### src/rtl/fold2_pkg.sv
// Shared definitions for the 2-folded IIR input path: default width, sequencer
// state encoding and the fold phase values also used by the core wrapper.
package fold2_pkg;

    localparam int N_DEF = 16;

    typedef enum logic [1:0] {
        IDLE = 2'd0,
        PH0  = 2'd1,
        PH1  = 2'd2
    } seq_state_t;

    localparam logic SW_PH0 = 1'b0;
    localparam logic SW_PH1 = 1'b1;

endpackage

### src/rtl/fold2_input_sequencer_if.sv
// Valid/ready sample stream into the fold2 input sequencer.
interface fold2_input_sequencer_if
    import fold2_pkg::*;
#(
    parameter int N = N_DEF
);
    logic [N-1:0] s_data;
    logic         s_valid;
    logic         s_ready;

    modport master (output s_data, output s_valid, input s_ready);
    modport slave  (input s_data, input s_valid, output s_ready);

endinterface

### src/rtl/fold2_sample_fifo.sv
// Small synchronous sample FIFO; no pass-through, so a push into an empty FIFO
// becomes poppable one edge later.
module fold2_sample_fifo #(
    parameter int N     = 16,
    parameter int DEPTH = 4,
    parameter int LVL_W = $clog2(DEPTH) + 1
) (
    input  logic             clk,
    input  logic             rst,
    input  logic             push,
    input  logic [N-1:0]     push_data,
    input  logic             pop,
    output logic [N-1:0]     pop_data,
    output logic             full,
    output logic             empty,
    output logic [LVL_W-1:0] level
);

    localparam int AW = (DEPTH > 1) ? $clog2(DEPTH) : 1;

    logic [N-1:0]  mem [DEPTH];
    logic [AW-1:0] wr_ptr;
    logic [AW-1:0] rd_ptr;
    logic          do_push;
    logic          do_pop;

    assign full     = (level == LVL_W'(DEPTH));
    assign empty    = (level == '0);
    assign do_push  = push && !full;
    assign do_pop   = pop && !empty;
    assign pop_data = mem[rd_ptr];

    always_ff @(posedge clk) begin
        if (do_push) begin
            mem[wr_ptr] <= push_data;
        end
    end

    // DEPTH is a power of two, so pointers wrap naturally
    always_ff @(posedge clk) begin
        if (rst) begin
            wr_ptr <= '0;
            rd_ptr <= '0;
            level  <= '0;
        end else begin
            if (do_push) begin
                wr_ptr <= wr_ptr + AW'(1);
            end
            if (do_pop) begin
                rd_ptr <= rd_ptr + AW'(1);
            end
            case ({do_push, do_pop})
                2'b10:   level <= level + LVL_W'(1);
                2'b01:   level <= level - LVL_W'(1);
                default: level <= level;
            endcase
        end
    end

endmodule

### src/rtl/fold2_input_sequencer.sv
// Feeds the 2-folded IIR core: one sample per two-clock period (switch 0 then 1),
// with coefficient updates shadowed until a period boundary.
module fold2_input_sequencer
    import fold2_pkg::*;
#(
    parameter int N     = N_DEF,
    parameter int DEPTH = 4,
    parameter int LVL_W = 3
) (
    input  logic                    clk,
    input  logic                    rst,
    fold2_input_sequencer_if.slave  s,
    input  logic [N-1:0]            coef_a_in,
    input  logic [N-1:0]            coef_b_in,
    input  logic                    coef_load,
    input  logic                    run,
    output logic [N-1:0]            Xn,
    output logic [N-1:0]            a,
    output logic [N-1:0]            b,
    output logic                    switch,
    output logic                    period_start,
    output logic                    underrun,
    output logic [LVL_W-1:0]        fifo_level
);

    // state | meaning
    // IDLE  | not sequencing; Xn/a/b hold last values
    // PH0   | first cycle of a period (switch=0, period_start=1)
    // PH1   | second cycle of a period (switch=1)

    seq_state_t   state;
    seq_state_t   state_nxt;
    logic         boundary;
    logic         fifo_full;
    logic         fifo_empty;
    logic         fifo_pop;
    logic [N-1:0] fifo_head;
    logic [N-1:0] shadow_a;
    logic [N-1:0] shadow_b;
    logic         pending;

    assign s.s_ready = !fifo_full && !rst;
    assign boundary  = (state_nxt == PH0);
    assign fifo_pop  = boundary && !fifo_empty;

    fold2_sample_fifo #(
        .N     (N),
        .DEPTH (DEPTH),
        .LVL_W (LVL_W)
    ) u_fifo (
        .clk       (clk),
        .rst       (rst),
        .push      (s.s_valid && s.s_ready),
        .push_data (s.s_data),
        .pop       (fifo_pop),
        .pop_data  (fifo_head),
        .full      (fifo_full),
        .empty     (fifo_empty),
        .level     (fifo_level)
    );

    always_ff @(posedge clk) begin
        if (rst) begin
            state <= IDLE;
        end else begin
            state <= state_nxt;
        end
    end

    always_comb begin
        state_nxt = state;
        case (state)
            IDLE:    state_nxt = run ? PH0 : IDLE;
            PH0:     state_nxt = PH1;
            PH1:     state_nxt = run ? PH0 : IDLE;
            default: state_nxt = IDLE;
        endcase
    end

    assign switch       = (state == PH1) ? SW_PH1 : SW_PH0;
    assign period_start = (state == PH0);

    // A load on a boundary edge re-arms pending so it lands one period later
    always_ff @(posedge clk) begin
        if (rst) begin
            Xn       <= '0;
            a        <= '0;
            b        <= '0;
            underrun <= 1'b0;
            shadow_a <= '0;
            shadow_b <= '0;
            pending  <= 1'b0;
        end else begin
            if (boundary) begin
                if (!fifo_empty) begin
                    Xn <= fifo_head;
                end else begin
                    Xn       <= '0;
                    underrun <= 1'b1;
                end
                if (pending) begin
                    a <= shadow_a;
                    b <= shadow_b;
                end
            end
            if (coef_load) begin
                shadow_a <= coef_a_in;
                shadow_b <= coef_b_in;
                pending  <= 1'b1;
            end else if (boundary) begin
                pending <= 1'b0;
            end
        end
    end

endmodule

### src/flat_wrapper.sv
// flat-port wrapper written by rule: the top's interface ports become plain ports
module fold2_input_sequencer_flat import fold2_pkg::*;
#(
    parameter int N     = N_DEF,
    parameter int DEPTH = 4,
    parameter int LVL_W = 3
)
  (clk, rst, coef_a_in, coef_b_in, coef_load, run, Xn, a, b, switch, period_start, underrun, fifo_level, s_s_data, s_s_valid, s_s_ready);
  fold2_input_sequencer_if #(.N(N)) s_i ();
  input  logic clk;
  input  logic rst;
  input  logic [N-1:0] coef_a_in;
  input  logic [N-1:0] coef_b_in;
  input  logic coef_load;
  input  logic run;
  output logic [N-1:0] Xn;
  output logic [N-1:0] a;
  output logic [N-1:0] b;
  output logic switch;
  output logic period_start;
  output logic underrun;
  output logic [LVL_W-1:0] fifo_level;
  input wire logic [$bits(s_i.s_data)-1:0] s_s_data;
  input wire logic [$bits(s_i.s_valid)-1:0] s_s_valid;
  output wire logic [$bits(s_i.s_ready)-1:0] s_s_ready;
  assign s_i.s_data = s_s_data;
  assign s_i.s_valid = s_s_valid;
  assign s_s_ready = s_i.s_ready;
  fold2_input_sequencer #(.N(N), .DEPTH(DEPTH), .LVL_W(LVL_W)) u_core (.clk(clk), .rst(rst), .s(s_i), .coef_a_in(coef_a_in), .coef_b_in(coef_b_in), .coef_load(coef_load), .run(run), .Xn(Xn), .a(a), .b(b), .switch(switch), .period_start(period_start), .underrun(underrun), .fifo_level(fifo_level));
endmodule
### config.mk
export PLATFORM = sky130hd
export DESIGN_NAME = fold2_input_sequencer_flat
export DESIGN_NICKNAME = d
export VERILOG_FILES = /design/src/rtl/fold2_pkg.sv /design/src/rtl/fold2_input_sequencer_if.sv /design/src/rtl/fold2_sample_fifo.sv /design/src/rtl/fold2_input_sequencer.sv /design/src/flat_wrapper.sv
export SDC_FILE = /design/constraint.sdc
export NUM_CORES = 1
export LEC_CHECK = 0
export BUFFER_PORTS_ARGS = -buffer_cell sky130_fd_sc_hd__clkbuf_2
export CORE_MARGIN = 5
export CORE_UTILIZATION = 58
export CTS_BUF_LIST = sky130_fd_sc_hd__clkbuf_8
export CTS_CLUSTER_SIZE = 30
export DETAILED_ROUTE_END_ITERATION = 8
export GPL_TIMING_DRIVEN = 0
export PLACE_DENSITY_LB_ADDON = 0.3
export SYNTH_ARGS = -nofsm -noshare
export SYNTH_HDL_FRONTEND = slang
export SYNTH_SLANG_ARGS = --single-unit
### constraint.sdc
create_clock -name clk -period 4.2 [get_ports clk]
set_clock_uncertainty 0.05 [all_clocks]
set_input_delay 0.21 -clock clk [delete_from_list [all_inputs] [get_ports clk]]
set_output_delay 0.21 -clock clk [all_outputs]
set_load 0.01 [all_outputs]
; Word-level counts from Yosys, hierarchy flattened
; Memory sizes are Yosys's and may differ from the RTL's. A register that Yosys moved wholly into a read port is not among the register bits.
; Index checks and enable logic that the tools add are counted.
[op_classes]
eq_ne = 6
muxes = 11
reduce_logical = 15
addsub = 4
[ops]
columns = op, n
row1 = 16-bit two-way mux, 1
row2 = 2-bit by 1-bit equality test with 1-bit output (second input constant), 3
row3 = 1-bit two-way mux, 6
row4 = 3-bit one-hot mux with 2 select lines, 1
row5 = 1-bit logical AND, 5
row6 = 2-bit by 1-bit adder with 2-bit output (second input constant), 2
row7 = 2-bit equality test (second input constant), 2
row8 = 2-bit two-way mux, 2
row9 = 2-bit one-hot mux with 2 select lines, 1
row10 = 2-bit AND reduction, 2
row11 = 2-bit nonzero test, 2
row12 = 3-bit by 1-bit adder with 3-bit output (second input constant), 1
row13 = 3-bit equality test (second input constant), 1
row14 = 1-bit zero test, 3
row15 = 3-bit zero test, 1
row16 = 3-bit by 1-bit subtractor with 3-bit output (second input constant), 1
row17 = 2-bit zero test, 1
row18 = 2-bit OR reduction, 1
[totals]
wordCells = 48
memories = 1
reg_bits = 91
in_bits = 53
ramBits = 64
out_inout_bits = 55
[memory_table]
columns = name, depth, width, read_ports, rd_clocked_by_memory_dff, wr, line
row1 = u_core.u_fifo.mem, 4, 16, 1, 1, 1, fold2_sample_fifo.sv:21  ; logic [N-1:0] mem [DEPTH];

; Logic depth before layout (Yosys ltp)
; Gate-level depths: netlist (run 1).
[logic_depth]
word_depth = 8
ltp_mapped = 9
ltp_nobuf = 9

; Hierarchy
; From an unflattened synthesis (run 1), not the netlist that was laid out.
[hier_totals]
cells_unflattened = 470
hier_area_um2 = 5866.9
[by_module_without_submodules]
columns = module, n_inst, seq_area_each_um2, area_per_inst_um2, cells_each
row1 = fold2_input_sequencer, 1, 1681.6, 3045.4, 332
row2 = fold2_sample_fifo, 1, 2102.0, 2821.5, 138

; Worst setup path after synthesis (run 1)
; OpenSTA, ideal clock, no wires.
[synth_path]
path_type = register -> register
startpoint = reg u_core.u_fifo.level[2]
endpoint = reg u_core.u_fifo.level[2]
stages_incl_launch_ff = 10
path_slack_ns = 2.044
setup_time_ns = 0.070
synth_period_minus_slack_ns = 2.156
required_time_ns = 4.080
path_buffers = 0
arrival_ns = 2.036
cell_sequence = dfxtp_1 > nor3b_1 > nor3b_2 > inv_1 > ha_1 > inv_1 > fa_1 > xor2_1 > or3_1 > a21oi_1
[synth_via]
elab_chain_len = 7
word_cells_on_any_way = 15
cone_classes = add/sub: 2 / eq/ne: 3 / mux: 1 / reduce/logical: 9
[synth_lines]
columns = element, line
row1 = "start, declared", fold2_sample_fifo.sv:16  ; output logic [LVL_W-1:0] level
row2 = "start signal, assigned", fold2_sample_fifo.sv:53  ; 2'b10: level <= level + LVL_W'(1);
row3 = "start signal, assigned", fold2_sample_fifo.sv:54  ; 2'b01: level <= level - LVL_W'(1);
row4 = "start signal, assigned", fold2_sample_fifo.sv:55  ; default: level <= level;
row5 = 3-bit equality test, fold2_sample_fifo.sv:27  ; assign full = (level == LVL_W'(DEPTH));
row6 = 1-bit zero test, "fold2_sample_fifo.sv:29, fold2_input_sequencer.sv:42"
row7 = 1-bit logical AND, fold2_input_sequencer.sv:42  ; assign s.s_ready = !fifo_full && !rst;
row8 = 1-bit logical AND, fold2_input_sequencer.sv:53  ; .push (s.s_valid && s.s_ready),
row9 = 1-bit logical AND, fold2_sample_fifo.sv:29  ; assign do_push = push && !full;
row10 = 2-bit by 1-bit equality test with 1-bit output or 2-bit equality test (tied branches), fold2_sample_fifo.sv:52  ; case ({do_push, do_pop})
row11 = 3-bit one-hot mux with 2 select lines or 2-bit nonzero test (tied branches), n/a
; Parallel ways exist; a longest one is shown, timed or not.
; A chain may end at the register's enable or synchronous reset.

; Final worst setup path (run 1)
; Ends and elaborated chain as after synthesis.

==> impl_metrics.xml, run 1 <==
<?xml version="1.0" encoding="UTF-8"?>
<metrics>
  <group name="timing">
    <metric name="postLayoutSetupSlackWorst" unit="ns">1.92</metric>
    <metric name="grt_setup_unrepaired" unit="">no</metric>
    <metric name="post-route-min-period" unit="ns">2.28</metric>
    <metric name="finalSetupViolations" unit="">0</metric>
    <metric name="max_slew.worst_pin.slew" unit="ns">0.873</metric>
    <metric name="hold_violations" unit="">0</metric>
    <metric name="clock.fmax" unit="GHz">0.438</metric>
    <metric name="timing_max_transition_violations_final" unit="">0</metric>
    <metric name="maxSlewHeadroom" unit="%">41.8</metric>
    <metric name="final.hold.worst_slack" unit="ns">0.0336</metric>
    <metric name="totalNegativeSetupSlack" unit="ns">0</metric>
    <metric name="layout_worst_path_cycle_share" unit="%">54.4</metric>
  </group>
  <group name="routing">
    <metric name="drtIter0Drc" unit="">138</metric>
    <metric name="routed-wl-met2" unit="um">6370</metric>
    <metric name="met3_length" unit="um">694</metric>
    <metric name="drc" unit="">0</metric>
    <metric name="detailroute.via_count" unit="">3884</metric>
    <metric name="detail_route.first_pass.iterations" unit="">4</metric>
    <metric name="post_drt_wl_per_cell" unit="um">16.4</metric>
    <metric name="final_antenna_net_count" unit="">0</metric>
    <metric name="detail_route.wirelength.met1" unit="um">4990</metric>
    <metric name="post_drt_via_cell_ratio" unit="">5.18</metric>
    <metric name="routed_wirelength" unit="um">12300</metric>
    <metric name="route.top_layer_used" unit="">met4</metric>
  </group>
  <group name="global_routing">
    <metric name="groute.usage.overall" unit="%">22.1</metric>
    <metric name="grt_remaining_overflow" unit="">0</metric>
    <metric name="global_route_wire_length_before_repair" unit="um">19900</metric>
    <metric name="number_of_global_route_vias_before_repair" unit="">4207</metric>
    <metric name="grt_start_max_net_pins" unit="">17</metric>
    <metric name="grt_antenna_before_repair" unit="">0</metric>
  </group>
  <group name="clocking">
    <metric name="max-clock-path-buffers" unit="">2</metric>
    <metric name="clock_tree.root_cell" unit="">sky130_fd_sc_hd__clkbuf_8</metric>
    <metric name="cts_made_buffers" unit="">17</metric>
    <metric name="cts.sinks" unit="">157</metric>
    <metric name="insertion_delay" unit="ns">0.43</metric>
    <metric name="cts_htree_levels" unit="">4</metric>
    <metric name="tritoncts" unit="">yes</metric>
    <metric name="cts_post_setup_buffers_inserted" unit="">0</metric>
    <metric name="cts_resized" unit="">0</metric>
    <metric name="cts.reportedPaths.clkPinSlew" unit="ns">0.08</metric>
    <metric name="cts-hold-fix-buffers" unit="">47</metric>
  </group>
  <group name="synthesis">
    <metric name="synth_sequential_area_ratio" unit="%">67.0</metric>
    <metric name="synthCells" unit="">433</metric>
    <metric name="number_of_unique_standard_cell_types_used_by_synthesis" unit="">32</metric>
    <metric name="syn-cell-area" unit="mm2">0.00565</metric>
    <metric name="avgSynthCellArea" unit="um2">13.0</metric>
    <metric name="ys_warns" unit="">0</metric>
    <metric name="synth-seq-cells" unit="">157</metric>
    <metric name="syn-num-nets" unit="">492</metric>
  </group>
  <group name="floorplanning">
    <metric name="floorplan.die_area" unit="mm2">0.0118</metric>
    <metric name="dieHeight" unit="um">109</metric>
    <metric name="dieWidth" unit="um">109</metric>
    <metric name="fp.coreArea" unit="mm2">0.00964</metric>
    <metric name="num_rows" unit="">36</metric>
    <metric name="floorplan.io_pins" unit="">108</metric>
    <metric name="initial_core_util" unit="%">58.6</metric>
  </group>
  <group name="hold_path">
    <metric name="holdCritPathClass" unit="">in2reg</metric>
    <metric name="worst_hold_startpoint" unit="">coef_b_in[6]</metric>
  </group>
  <group name="placed_design">
    <metric name="hpwlAfterDp" unit="um">8250</metric>
    <metric name="io_buffer_count" unit="">105</metric>
    <metric name="place.gp.congestion" unit="">0.756</metric>
    <metric name="place_ws" unit="ns">1.93</metric>
  </group>
  <group name="worst_setup_path">
    <metric name="required_time_worst_endpoint" unit="ns">4.51</metric>
    <metric name="crit_path_start_kind" unit="">flip-flop</metric>
    <metric name="crit-reg2reg-launch" unit="">u_core.u_fifo.level[2]$_SDFFE_PP0P_</metric>
    <metric name="cp.arrival" unit="ns">2.60</metric>
    <metric name="path_max_fanout" unit="">7</metric>
    <metric name="worstSetupPathType" unit="">reg2reg</metric>
    <metric name="worst_setup_path_end_kind" unit="">flip-flop</metric>
    <metric name="critPathLaunch" unit="">u_core.u_fifo.level[2]$_SDFFE_PP0P_</metric>
  </group>
  <group name="layout">
    <metric name="final_nets" unit="">663</metric>
    <metric name="final_layout_size_suffix_gt1_share" unit="%">27.1</metric>
    <metric name="area_overhead_vs_synth" unit="%">26.9</metric>
    <metric name="antenna-diode-count" unit="">0</metric>
  </group>
  <group name="pwr">
    <metric name="p_per_area" unit="mW/mm2">449</metric>
    <metric name="power.ir.vdd_worst" unit="mV">0.267</metric>
    <metric name="total_leakage_power" unit="nW">2.87</metric>
  </group>
  <group name="outcome">
    <metric name="status" unit="">finished, final reports clean</metric>
  </group>
  <group name="run">
    <metric name="maxCapViolations" unit="">0</metric>
  </group>
</metrics>
## power breakdown
part | switching, mW | internal (mW)
Sequential | 0.0536 | 1.68
Clock | 0.550 | 0.466
Combinational | 0.239 | 0.228
Total | 0.843 | 2.38
## cells in the final DEF (no fill, tap or decap), types with 2 or more instances in the layout
master	count
sky130_fd_sc_hd__dlygate4sd3_1	47
sky130_fd_sc_hd__clkbuf_2	105
sky130_fd_sc_hd__clkbuf_1	11
sky130_fd_sc_hd__nor2b_1	3
sky130_fd_sc_hd__nand2_1	65
sky130_fd_sc_hd__and2_1	5
sky130_fd_sc_hd__buf_1	3
sky130_fd_sc_hd__a22o_1	16
sky130_fd_sc_hd__inv_6	2
sky130_fd_sc_hd__ha_1	5
sky130_fd_sc_hd__clkinv_2	2
sky130_fd_sc_hd__inv_4	3
sky130_fd_sc_hd__edfxtp_1	64
sky130_fd_sc_hd__a21oi_1	39
sky130_fd_sc_hd__buf_6	3
sky130_fd_sc_hd__or3_1	2
sky130_fd_sc_hd__dfxtp_1	93
sky130_fd_sc_hd__clkbuf_8	17
sky130_fd_sc_hd__clkinvlp_4	4
sky130_fd_sc_hd__buf_2	9
sky130_fd_sc_hd__inv_1	10
sky130_fd_sc_hd__mux4_2	16
sky130_fd_sc_hd__mux2i_1	33
sky130_fd_sc_hd__xor2_1	2
sky130_fd_sc_hd__nor2_1	42
## flip-flops by register name (all words and copies together) (netlist names), 2 cells and up, named ones only
register and cells:
u_core.u_fifo.wr_ptr 2, u_core.Xn 16, u_core.state 2, u_core.shadow_a 16, u_core.u_fifo.level 3, u_core.b 16
u_core.u_fifo.mem 64, u_core.a 16, u_core.shadow_b 16, u_core.u_fifo.rd_ptr 2
## Yosys cell counts
cell type	number	area, um2
sky130_fd_sc_hd__dfxtp_1	93	1860
sky130_fd_sc_hd__nand2_1	65	244
sky130_fd_sc_hd__edfxtp_1	64	1920
sky130_fd_sc_hd__nor2_1	42	158
sky130_fd_sc_hd__a21oi_1	39	195
sky130_fd_sc_hd__mux2i_1	33	330
sky130_fd_sc_hd__a22o_1	16	140
sky130_fd_sc_hd__mux4_2	16	360
sky130_fd_sc_hd__clkbuf_1	11	41.3
sky130_fd_sc_hd__buf_2	9	45.0
sky130_fd_sc_hd__inv_1	8	30.0
sky130_fd_sc_hd__and2_1	5	31.3
sky130_fd_sc_hd__ha_1	5	62.6
sky130_fd_sc_hd__buf_1	3	11.3
sky130_fd_sc_hd__buf_6	3	33.8
sky130_fd_sc_hd__nor2b_1	3	18.8
sky130_fd_sc_hd__or3_1	2	12.5
sky130_fd_sc_hd__xor2_1	2	17.5
sky130_fd_sc_hd__and3b_1	1	8.76
sky130_fd_sc_hd__buf_4	1	7.51
sky130_fd_sc_hd__fa_1	1	20.0
sky130_fd_sc_hd__mux2_1	1	11.3
sky130_fd_sc_hd__nand2b_1	1	6.26
sky130_fd_sc_hd__nand3b_1	1	7.51
sky130_fd_sc_hd__nor3_2	1	10.0
sky130_fd_sc_hd__nor3_4	1	16.3
sky130_fd_sc_hd__nor3b_1	1	7.51
sky130_fd_sc_hd__nor3b_2	1	12.5
sky130_fd_sc_hd__o21ai_0	1	5.00
sky130_fd_sc_hd__o21ai_1	1	5.00
sky130_fd_sc_hd__o31ai_1	1	7.51
sky130_fd_sc_hd__or4_1	1	7.51
## cell type report
type	instances	area, um2
Sequential cell	157	3780
Fill cell	669	2470
Multi-Input combinational cell	241	1700
Timing Repair Buffer	152	996
Clock buffer	17	234
Tap cell	133	166
Buffer	27	139
Clock inverter	15	123
Inverter	8	30.0
## path summary, 6_finish.rpt
path / endpoint / slack [ns] / cells past startpoint
min: u_core.shadow_b[6]$_SDFFE_PP0P_ / 0.03 / 3
min reg2reg: u_core.b[6]$_SDFFE_PP0P_ / 0.40 / 2
max: u_core.u_fifo.level[2]$_SDFFE_PP0P_ / 1.92 / 9
max reg2reg: u_core.u_fifo.level[2]$_SDFFE_PP0P_ / 1.92 / 9
## metal layers
metal,GRT usage (%),up-vias
li1,-,1874
met1,24.4,1861
met2,40.3,125
met3,6.57,24
met4,8.03,0
met5,0,-
## critical path: stages, from the launching register on
cell and delay (ns):
sky130_fd_sc_hd__dfxtp_1 0.40, sky130_fd_sc_hd__nor3b_1 0.33, sky130_fd_sc_hd__nor3b_2 0.14, sky130_fd_sc_hd__inv_1 0.08, sky130_fd_sc_hd__ha_1 0.17, sky130_fd_sc_hd__inv_1 0.06, sky130_fd_sc_hd__fa_1 0.37, sky130_fd_sc_hd__xor2_1 0.16
sky130_fd_sc_hd__or3_1 0.30, sky130_fd_sc_hd__a21oi_1 0.14
## logic make-up (layout without fill, tap and decap cells)
| group | after synthesis | after routing | synth area share (%) |
|---|---|---|---|
| flops | 157 | 157 | 67.0 |
| simple gates | 125 | 125 | 9.57 |
| compound gates | 58 | 58 | 6.25 |
| mux | 50 | 50 | 12.4 |
| buf+inv | 35 | 219 | 2.99 |
| fa+ha+maj | 6 | 6 | 1.46 |
| xor+xnor | 2 | 2 | 0.310 |
## metrics by stage
step	cells	utilization (%)	area [um2]	power, mW
3_5_place_dp	671	65.8	6340	2.21
3_3_place_gp	671	65.8	6340	2.18
2_1_floorplan	433	-	5650	2.06
4_1_cts	750	74.4	7170	3.24
6_report	750	74.4	7170	3.22
5_1_grt	750	74.4	7170	3.36
No activity file was read; power rests on OpenSTA's default activity.
==> inputs of run 2 (changes only) <==
- ABC_AREA: not set -> 1
- CORE_UTILIZATION: 58 -> 52
- clock period: 4.2 -> 1.9 ns (I/O delays scaled with it)
==> run 2 against run 1 <==
Against the previous run:
- final area up 12%
- combinational power rose to 2.7 times the previous value
- count of clock-buffer cells in the layout unchanged
- critical path type unchanged
- largest cell class unchanged
- critical path depth up 2
- routed wire length up 24%
- sequential power up 120%
- synthesized cell count up 58%
==> impl_metrics.xml, run 2 <==
<?xml version="1.0" encoding="UTF-8"?>
<metrics>
  <group name="pwr">
    <metric name="netSwitchingFraction" unit="%">27.2</metric>
    <metric name="power.ir.vdd_worst" unit="mV">0.639</metric>
    <metric name="seqPwrFrac" unit="%">50.1</metric>
    <metric name="power_frac_clock" unit="%">33.4</metric>
    <metric name="p_sw" unit="mW">2.06</metric>
    <metric name="p_per_area" unit="mW/mm2">938</metric>
    <metric name="total_leakage_power" unit="nW">3.59</metric>
    <metric name="power.combinational.fraction" unit="%">16.4</metric>
    <metric name="power_report.internal_total" unit="mW">5.50</metric>
    <metric name="p_total" unit="mW">7.56</metric>
  </group>
  <group name="routing">
    <metric name="routed_wirelength" unit="um">15200</metric>
    <metric name="drc" unit="">0</metric>
    <metric name="final_antenna_net_count" unit="">0</metric>
    <metric name="post_drt_via_cell_ratio" unit="">4.90</metric>
    <metric name="detail_route.first_pass.iterations" unit="">5</metric>
    <metric name="post_drt_wl_per_cell" unit="um">14.8</metric>
    <metric name="drtIter0Drc" unit="">345</metric>
    <metric name="detailroute.via_count" unit="">5044</metric>
  </group>
  <group name="placed_design">
    <metric name="io_buffer_count" unit="">106</metric>
    <metric name="postPlaceCellArea" unit="mm2">0.00707</metric>
    <metric name="place_ws" unit="ns">-0.101</metric>
    <metric name="placed_cells_incl_taps" unit="">941</metric>
    <metric name="hpwlAfterDp" unit="um">10400</metric>
    <metric name="place.gp.congestion" unit="">0.864</metric>
  </group>
  <group name="layout">
    <metric name="antenna-diode-count" unit="">0</metric>
    <metric name="stdcell_area" unit="mm2">0.00806</metric>
    <metric name="final_nets" unit="">929</metric>
    <metric name="final_layout_size_suffix_gt1_share" unit="%">24.9</metric>
    <metric name="largest_register" unit="">u_core.u_fifo.mem</metric>
    <metric name="commonest_non_fill_non_tap_cell_in_the_layout" unit="">sky130_fd_sc_hd__nand2_1</metric>
    <metric name="final_core_util" unit="%">67.6</metric>
    <metric name="area_overhead_vs_synth" unit="%">28.2</metric>
    <metric name="final-instance-count-excl-fill" unit="">1030</metric>
    <metric name="mostFrequentLayoutCells" unit="">sky130_fd_sc_hd__nand2_1 (151), sky130_fd_sc_hd__clkbuf_2 (106), sky130_fd_sc_hd__dfxtp_1 (90)</metric>
    <metric name="flip_flop_count_of_the_largest_register_after_layout" unit="">64</metric>
  </group>
  <group name="floorplanning">
    <metric name="fp.coreArea" unit="mm2">0.0119</metric>
    <metric name="floorplan.io_pins" unit="">108</metric>
    <metric name="num_rows" unit="">40</metric>
    <metric name="dieWidth" unit="um">120</metric>
    <metric name="initial_core_util" unit="%">52.8</metric>
    <metric name="dieHeight" unit="um">120</metric>
    <metric name="floorplan.die_area" unit="mm2">0.0144</metric>
  </group>
  <group name="synthesis">
    <metric name="ys_warns" unit="">0</metric>
    <metric name="async_flop_share" unit="%">0</metric>
    <metric name="ys.flop_type" unit="">sky130_fd_sc_hd__dfxtp_1</metric>
    <metric name="syn-num-nets" unit="">743</metric>
    <metric name="yosys.area.top_type" unit="">sky130_fd_sc_hd__edfxtp_1</metric>
    <metric name="avgSynthCellArea" unit="um2">9.19</metric>
    <metric name="syn-cell-area" unit="mm2">0.00628</metric>
    <metric name="synth-seq-cells" unit="">157</metric>
    <metric name="synthCells" unit="">684</metric>
    <metric name="number_of_unique_standard_cell_types_used_by_synthesis" unit="">27</metric>
    <metric name="synthAdderAreaFrac" unit="%">1.31</metric>
    <metric name="synth.most_common_cell" unit="">sky130_fd_sc_hd__nand2_1</metric>
    <metric name="synth_simple_gate_area_share" unit="%">20.3</metric>
    <metric name="post_synth_xor_area_fraction" unit="%">0.139</metric>
    <metric name="main_combinational_cell_family_by_area_after_synthesis" unit="">simple AND/OR/NAND/NOR gates</metric>
    <metric name="share_of_the_synthesized_area_in_the_top_cell_type" unit="%">30.6</metric>
    <metric name="synth_compound_area_share" unit="%">8.20</metric>
    <metric name="synth_sequential_area_ratio" unit="%">60.2</metric>
    <metric name="number_of_flops_mapped_to_enable_cells_by_yosys" unit="">64</metric>
    <metric name="post_synth_most_frequent_cells" unit="">sky130_fd_sc_hd__nand2_1 (152), sky130_fd_sc_hd__dfxtp_1 (93), sky130_fd_sc_hd__nor2_1 (78), sky130_fd_sc_hd__inv_1 (77), sky130_fd_sc_hd__nand3_1 (68)</metric>
    <metric name="post_synth_mux_area_share" unit="%">0</metric>
    <metric name="synth_area_leaders" unit="">sky130_fd_sc_hd__edfxtp_1 (31%), sky130_fd_sc_hd__dfxtp_1 (30%), sky130_fd_sc_hd__nand2_1 (9.1%)</metric>
  </group>
  <group name="clocking">
    <metric name="tritoncts" unit="">yes</metric>
    <metric name="cts_made_buffers" unit="">17</metric>
    <metric name="cts.reportedPaths.clkPinSlew" unit="ns">0.08</metric>
    <metric name="cts_htree_levels" unit="">4</metric>
    <metric name="insertion_delay" unit="ns">0.46</metric>
    <metric name="clock_tree.root_cell" unit="">sky130_fd_sc_hd__clkbuf_8</metric>
    <metric name="max-clock-path-buffers" unit="">2</metric>
    <metric name="cts.sinks" unit="">157</metric>
  </group>
  <group name="global_routing">
    <metric name="global_route.peak_usage_layer" unit="">met2</metric>
    <metric name="grt_remaining_overflow" unit="">0</metric>
    <metric name="grt.met1_usage" unit="%">25.3</metric>
    <metric name="number_of_global_route_vias_before_repair" unit="">5095</metric>
    <metric name="grt_antenna_before_repair" unit="">0</metric>
    <metric name="met2_usage" unit="%">38.7</metric>
    <metric name="global_route_wire_length_before_repair" unit="um">24500</metric>
    <metric name="grtUsageMet3" unit="%">5.70</metric>
    <metric name="grt_start_max_net_pins" unit="">17</metric>
    <metric name="groute.usage.overall" unit="%">21.7</metric>
  </group>
  <group name="timing">
    <metric name="layout_worst_path_cycle_share" unit="%">94.7</metric>
    <metric name="hold_violations" unit="">0</metric>
    <metric name="finalSetupViolations" unit="">0</metric>
    <metric name="totalNegativeSetupSlack" unit="ns">0</metric>
    <metric name="clock.fmax" unit="GHz">0.556</metric>
    <metric name="final.hold.worst_slack" unit="ns">0.0400</metric>
    <metric name="timing_max_transition_violations_final" unit="">0</metric>
    <metric name="max_slew.worst_pin.slew" unit="ns">0.619</metric>
    <metric name="postLayoutSetupSlackWorst" unit="ns">0.100</metric>
    <metric name="maxSlewHeadroom" unit="%">58.7</metric>
    <metric name="post-route-min-period" unit="ns">1.80</metric>
  </group>
  <group name="run">
    <metric name="maxCapViolations" unit="">0</metric>
  </group>
  <group name="hold_path">
    <metric name="holdCritPathClass" unit="">in2reg</metric>
  </group>
  <group name="worst_setup_path">
    <metric name="required_time_worst_endpoint" unit="ns">2.23</metric>
    <metric name="crit_path_start_kind" unit="">flip-flop</metric>
    <metric name="cp.arrival" unit="ns">2.13</metric>
    <metric name="worstSetupPathType" unit="">reg2reg</metric>
    <metric name="worst_setup_path_end_kind" unit="">flip-flop</metric>
    <metric name="path_max_fanout" unit="">8</metric>
  </group>
  <group name="outcome">
    <metric name="status" unit="">finished, final reports clean</metric>
  </group>
</metrics>
-- run 2: power groups by stage --
| stage | registers [mW] | clock network, mW | logic [mW] |
|---|---|---|---|
| 2_1_floorplan | 3.87 | 0 | 0.706 |
| 5_1_grt | 3.81 | 2.73 | 1.38 |
| 6_report | 3.79 | 2.53 | 1.24 |
| 3_3_place_gp | 3.85 | 0 | 1.06 |
| 4_1_cts | 3.78 | 2.58 | 1.21 |
| 3_5_place_dp | 3.86 | 0 | 1.11 |
-- run 2: final cells by class --
type | count | area [um2]
multi-input combinational | 402 | 1920
buffer | 40 | 290
sequential | 157 | 3790
clock buffer | 17 | 234
inverter | 85 | 329
fill | 905 | 3850
timing repair buffer | 167 | 1150
clock inverter | 15 | 166
tap | 147 | 184
-- run 2: layer usage --
metal	vias up	wire, um
met5	-	0
met4	0	228
met3	20	862
met2	139	7750
met1	2323	6390
li1	2562	-
-- run 2: worst max-delay path: stages, from the launching register on --
cell                      delay [ns]
sky130_fd_sc_hd__dfxtp_2        0.34
sky130_fd_sc_hd__inv_2          0.11
sky130_fd_sc_hd__nand3_1        0.14
sky130_fd_sc_hd__nand3_4        0.16
sky130_fd_sc_hd__ha_4           0.16
sky130_fd_sc_hd__inv_2          0.05
sky130_fd_sc_hd__fa_2           0.36
sky130_fd_sc_hd__inv_1          0.07
sky130_fd_sc_hd__nand2_1        0.06
sky130_fd_sc_hd__nand3_2        0.06
sky130_fd_sc_hd__o21ai_1        0.06
sky130_fd_sc_hd__a21oi_1        0.10
-- run 2: kinds of logic after synthesis --
logic type | after synthesis
and+or+nand+nor | 305
AOI/OAI and AO/OA | 90
xor gates and xnor gates | 1
buffers and inverters | 125
adders and majority gates | 6
DFF | 157
-- run 2: path summary, 6_finish.rpt --
path,endpoint,cells after the start,slack [ns],start
setup / recovery,u_core.u_fifo.level[2]$_SDFFE_PP0P_,11,0.10,u_core.u_fifo.level[0]$_SDFFE_PP0P_
hold / removal,u_core.shadow_a[0]$_SDFFE_PP0P_,4,0.04,coef_load
setup reg to reg,u_core.u_fifo.level[2]$_SDFFE_PP0P_,11,0.10,u_core.u_fifo.level[0]$_SDFFE_PP0P_
hold reg to reg,u_core.state[1]$_SDFF_PP0_,1,0.40,u_core.state[1]$_SDFF_PP0_
-- run 2: timing repair --
action                                 in CTS  in global routing
setup endpoints to repair                   1                  1
endpoints found under the hold margin     100                  0
pin swaps                                   0                  1
buffers inserted                            1                  4
gates resized for setup                     3                  9
hold buffers                               52                  0
gates cloned                                0                  0
==> inputs of run 3 (changes only) <==
- CORE_MARGIN: 5 -> 8
==> run 3 against run 2 <==
Against the previous run:
- utilization shrank 0.14 points
- critical endpoint is now u_core.u_fifo.mem[2][15]$_DFFE_PP_
- largest cell class unchanged
- hold slack got worse by 0.0020 ns
- power is 0.90% lower
- maximum frequency decreased by 0.44%
- worst setup slack got worse by 0.0079 ns
- critical path type is now in2reg
==> impl_metrics.xml, run 3 (synthesized netlist as in run 2, its figures left out) <==
<?xml version="1.0" encoding="UTF-8"?>
<metrics>
  <group name="layout">
    <metric name="mostFrequentLayoutCells" unit="">sky130_fd_sc_hd__nand2_1 (151), sky130_fd_sc_hd__clkbuf_2 (106), sky130_fd_sc_hd__dfxtp_1 (90)</metric>
    <metric name="final_layout_size_suffix_gt1_share" unit="%">24.7</metric>
    <metric name="final_nets" unit="">927</metric>
    <metric name="stdcell_area" unit="mm2">0.00804</metric>
    <metric name="final_core_util" unit="%">67.5</metric>
    <metric name="final-instance-count-excl-fill" unit="">1028</metric>
    <metric name="largest_register" unit="">u_core.u_fifo.mem</metric>
    <metric name="area_overhead_vs_synth" unit="%">28.0</metric>
    <metric name="flip_flop_count_of_the_largest_register_after_layout" unit="">64</metric>
    <metric name="commonest_non_fill_non_tap_cell_in_the_layout" unit="">sky130_fd_sc_hd__nand2_1</metric>
    <metric name="antenna-diode-count" unit="">0</metric>
  </group>
  <group name="outcome">
    <metric name="status" unit="">finished, final reports clean</metric>
  </group>
  <group name="worst_setup_path">
    <metric name="cp_slowest_cell" unit="">sky130_fd_sc_hd__dlygate4sd3_1</metric>
    <metric name="cp.arrival" unit="ns">1.92</metric>
    <metric name="critPathTopFamily" unit="">buffers and inverters</metric>
    <metric name="critPathBufInv" unit="">5</metric>
    <metric name="path_max_fanout" unit="">10</metric>
    <metric name="path_common_cell" unit="">sky130_fd_sc_hd__buf_6</metric>
    <metric name="cell_chain_of_the_critical_path" unit="">dlygate4sd3_1 &gt; buf_6 &gt; inv_2 &gt; buf_6 &gt; nand3_4 &gt; nor2_2 &gt; buf_8</metric>
    <metric name="required_time_worst_endpoint" unit="ns">2.01</metric>
    <metric name="crit_path_start_kind" unit="">input port</metric>
    <metric name="worst_path_largest_cell_delay" unit="ns">0.56</metric>
    <metric name="critical_path_depth_in_cells" unit="">7</metric>
    <metric name="worstSetupPathType" unit="">in2reg</metric>
    <metric name="worst_setup_path_end_kind" unit="">flip-flop</metric>
    <metric name="reg2regPathDepth" unit="">11</metric>
  </group>
  <group name="run">
    <metric name="maxCapViolations" unit="">0</metric>
  </group>
  <group name="placed_design">
    <metric name="io_buffer_count" unit="">106</metric>
    <metric name="hpwlAfterDp" unit="um">10700</metric>
    <metric name="placed_cells_incl_taps" unit="">941</metric>
    <metric name="place.gp.congestion" unit="">0.806</metric>
    <metric name="postPlaceCellArea" unit="mm2">0.00707</metric>
    <metric name="place_ws" unit="ns">-0.0819</metric>
  </group>
  <group name="timing">
    <metric name="clock.fmax" unit="GHz">0.553</metric>
    <metric name="finalSetupViolations" unit="">0</metric>
    <metric name="totalNegativeSetupSlack" unit="ns">0</metric>
    <metric name="grt_setup_unrepaired" unit="">no</metric>
    <metric name="post-route-min-period" unit="ns">1.81</metric>
    <metric name="hold_violations" unit="">0</metric>
    <metric name="timing_max_transition_violations_final" unit="">0</metric>
    <metric name="final.hold.worst_slack" unit="ns">0.0379</metric>
    <metric name="max_slew.worst_pin.slew" unit="ns">0.579</metric>
    <metric name="maxSlewHeadroom" unit="%">61.3</metric>
    <metric name="layout_worst_path_cycle_share" unit="%">95.1</metric>
    <metric name="postLayoutSetupSlackWorst" unit="ns">0.0922</metric>
  </group>
  <group name="pwr">
    <metric name="total_leakage_power" unit="nW">3.58</metric>
    <metric name="power.combinational.fraction" unit="%">16.4</metric>
    <metric name="power_frac_clock" unit="%">33.1</metric>
    <metric name="p_per_area" unit="mW/mm2">932</metric>
    <metric name="seqPwrFrac" unit="%">50.5</metric>
    <metric name="p_sw" unit="mW">2.05</metric>
    <metric name="netSwitchingFraction" unit="%">27.4</metric>
    <metric name="power.ir.vdd_worst" unit="mV">0.595</metric>
    <metric name="power_report.internal_total" unit="mW">5.44</metric>
    <metric name="p_total" unit="mW">7.49</metric>
  </group>
  <group name="floorplanning">
    <metric name="dieHeight" unit="um">126</metric>
    <metric name="num_rows" unit="">40</metric>
    <metric name="floorplan.die_area" unit="mm2">0.0159</metric>
    <metric name="fp.coreArea" unit="mm2">0.0119</metric>
    <metric name="dieWidth" unit="um">126</metric>
    <metric name="floorplan.io_pins" unit="">108</metric>
    <metric name="initial_core_util" unit="%">52.8</metric>
  </group>
  <group name="global_routing">
    <metric name="groute.usage.overall" unit="%">19.6</metric>
    <metric name="grt_start_max_net_pins" unit="">17</metric>
    <metric name="grt_antenna_before_repair" unit="">0</metric>
    <metric name="global_route_wire_length_before_repair" unit="um">24800</metric>
    <metric name="number_of_global_route_vias_before_repair" unit="">5094</metric>
    <metric name="grt_remaining_overflow" unit="">0</metric>
  </group>
  <group name="clocking">
    <metric name="cts_htree_levels" unit="">4</metric>
    <metric name="insertion_delay" unit="ns">0.45</metric>
    <metric name="max-clock-path-buffers" unit="">2</metric>
    <metric name="cts.reportedPaths.clkPinSlew" unit="ns">0.08</metric>
    <metric name="cts_made_buffers" unit="">17</metric>
    <metric name="clock_tree.root_cell" unit="">sky130_fd_sc_hd__clkbuf_8</metric>
    <metric name="cts.sinks" unit="">157</metric>
    <metric name="tritoncts" unit="">yes</metric>
  </group>
  <group name="routing">
    <metric name="drc" unit="">0</metric>
    <metric name="detailroute.via_count" unit="">5112</metric>
    <metric name="detail_route.first_pass.iterations" unit="">5</metric>
    <metric name="routed_wirelength" unit="um">15300</metric>
    <metric name="post_drt_via_cell_ratio" unit="">4.97</metric>
    <metric name="post_drt_wl_per_cell" unit="um">14.9</metric>
    <metric name="drtIter0Drc" unit="">319</metric>
    <metric name="final_antenna_net_count" unit="">0</metric>
  </group>
  <group name="hold_path">
    <metric name="worst_hold_path.num_cells" unit="">4</metric>
    <metric name="holdCritPathClass" unit="">in2reg</metric>
  </group>
</metrics>
## run 3: final cells by class
cell class / count / area (um2)
plain buffers: 40 / 290
multi-input cells: 402 / 1920
flip-flops and latches: 157 / 3790
well taps: 147 / 184
clock inverters: 13 / 140
fillers: 915 / 3870
clock buffers: 19 / 262
inverters: 85 / 329
repair buffers: 165 / 1130
## run 3: worst paths after layout
check	startpoint	end	slack [ns]
setup / recovery	rst	u_core.u_fifo.mem[2][15]$_DFFE_PP_	0.09
hold / removal	coef_load	u_core.shadow_a[0]$_SDFFE_PP0P_	0.04
setup reg to reg	u_core.u_fifo.level[0]$_SDFFE_PP0P_	u_core.u_fifo.level[2]$_SDFFE_PP0P_	0.11
hold reg to reg	u_core.state[1]$_SDFF_PP0_	u_core.state[1]$_SDFF_PP0_	0.41
## run 3: power by group through the flow
stage	Clock, mW	Sequential [mW]	Combinational, mW
2_1_floorplan	0	3.87	0.706
3_3_place_gp	0	3.85	1.06
3_5_place_dp	0	3.86	1.11
4_1_cts	2.52	3.78	1.21
5_1_grt	2.66	3.80	1.38
6_report	2.48	3.78	1.23
## run 3: worst register-to-register path, delay by kind of cell (launching register included)
kind	cells	cell delay, ns
adder cells (fa/ha/maj)	2	0.52
AND/OR/NAND/NOR	4	0.43
flip-flops	1	0.32
buffers and inverters	3	0.22
AO/OA/AOI/OAI	2	0.17
## run 3: metal layers
layer  share of wire (%)  GRT usage, %
met5                   0             0
met4                 2.1          8.21
met3                 7.0          6.79
met2                  50          33.5
met1                  41          22.0
## run 3: what timing repair did
item / CTS / global route
pin swaps: 0 / 1
hold buffers: 52 / 0
buffers inserted: 1 / 2
gates resized for setup: 3 / 8
endpoints found under the setup margin: 1 / 1
hold endpoints to repair: 100 / 0
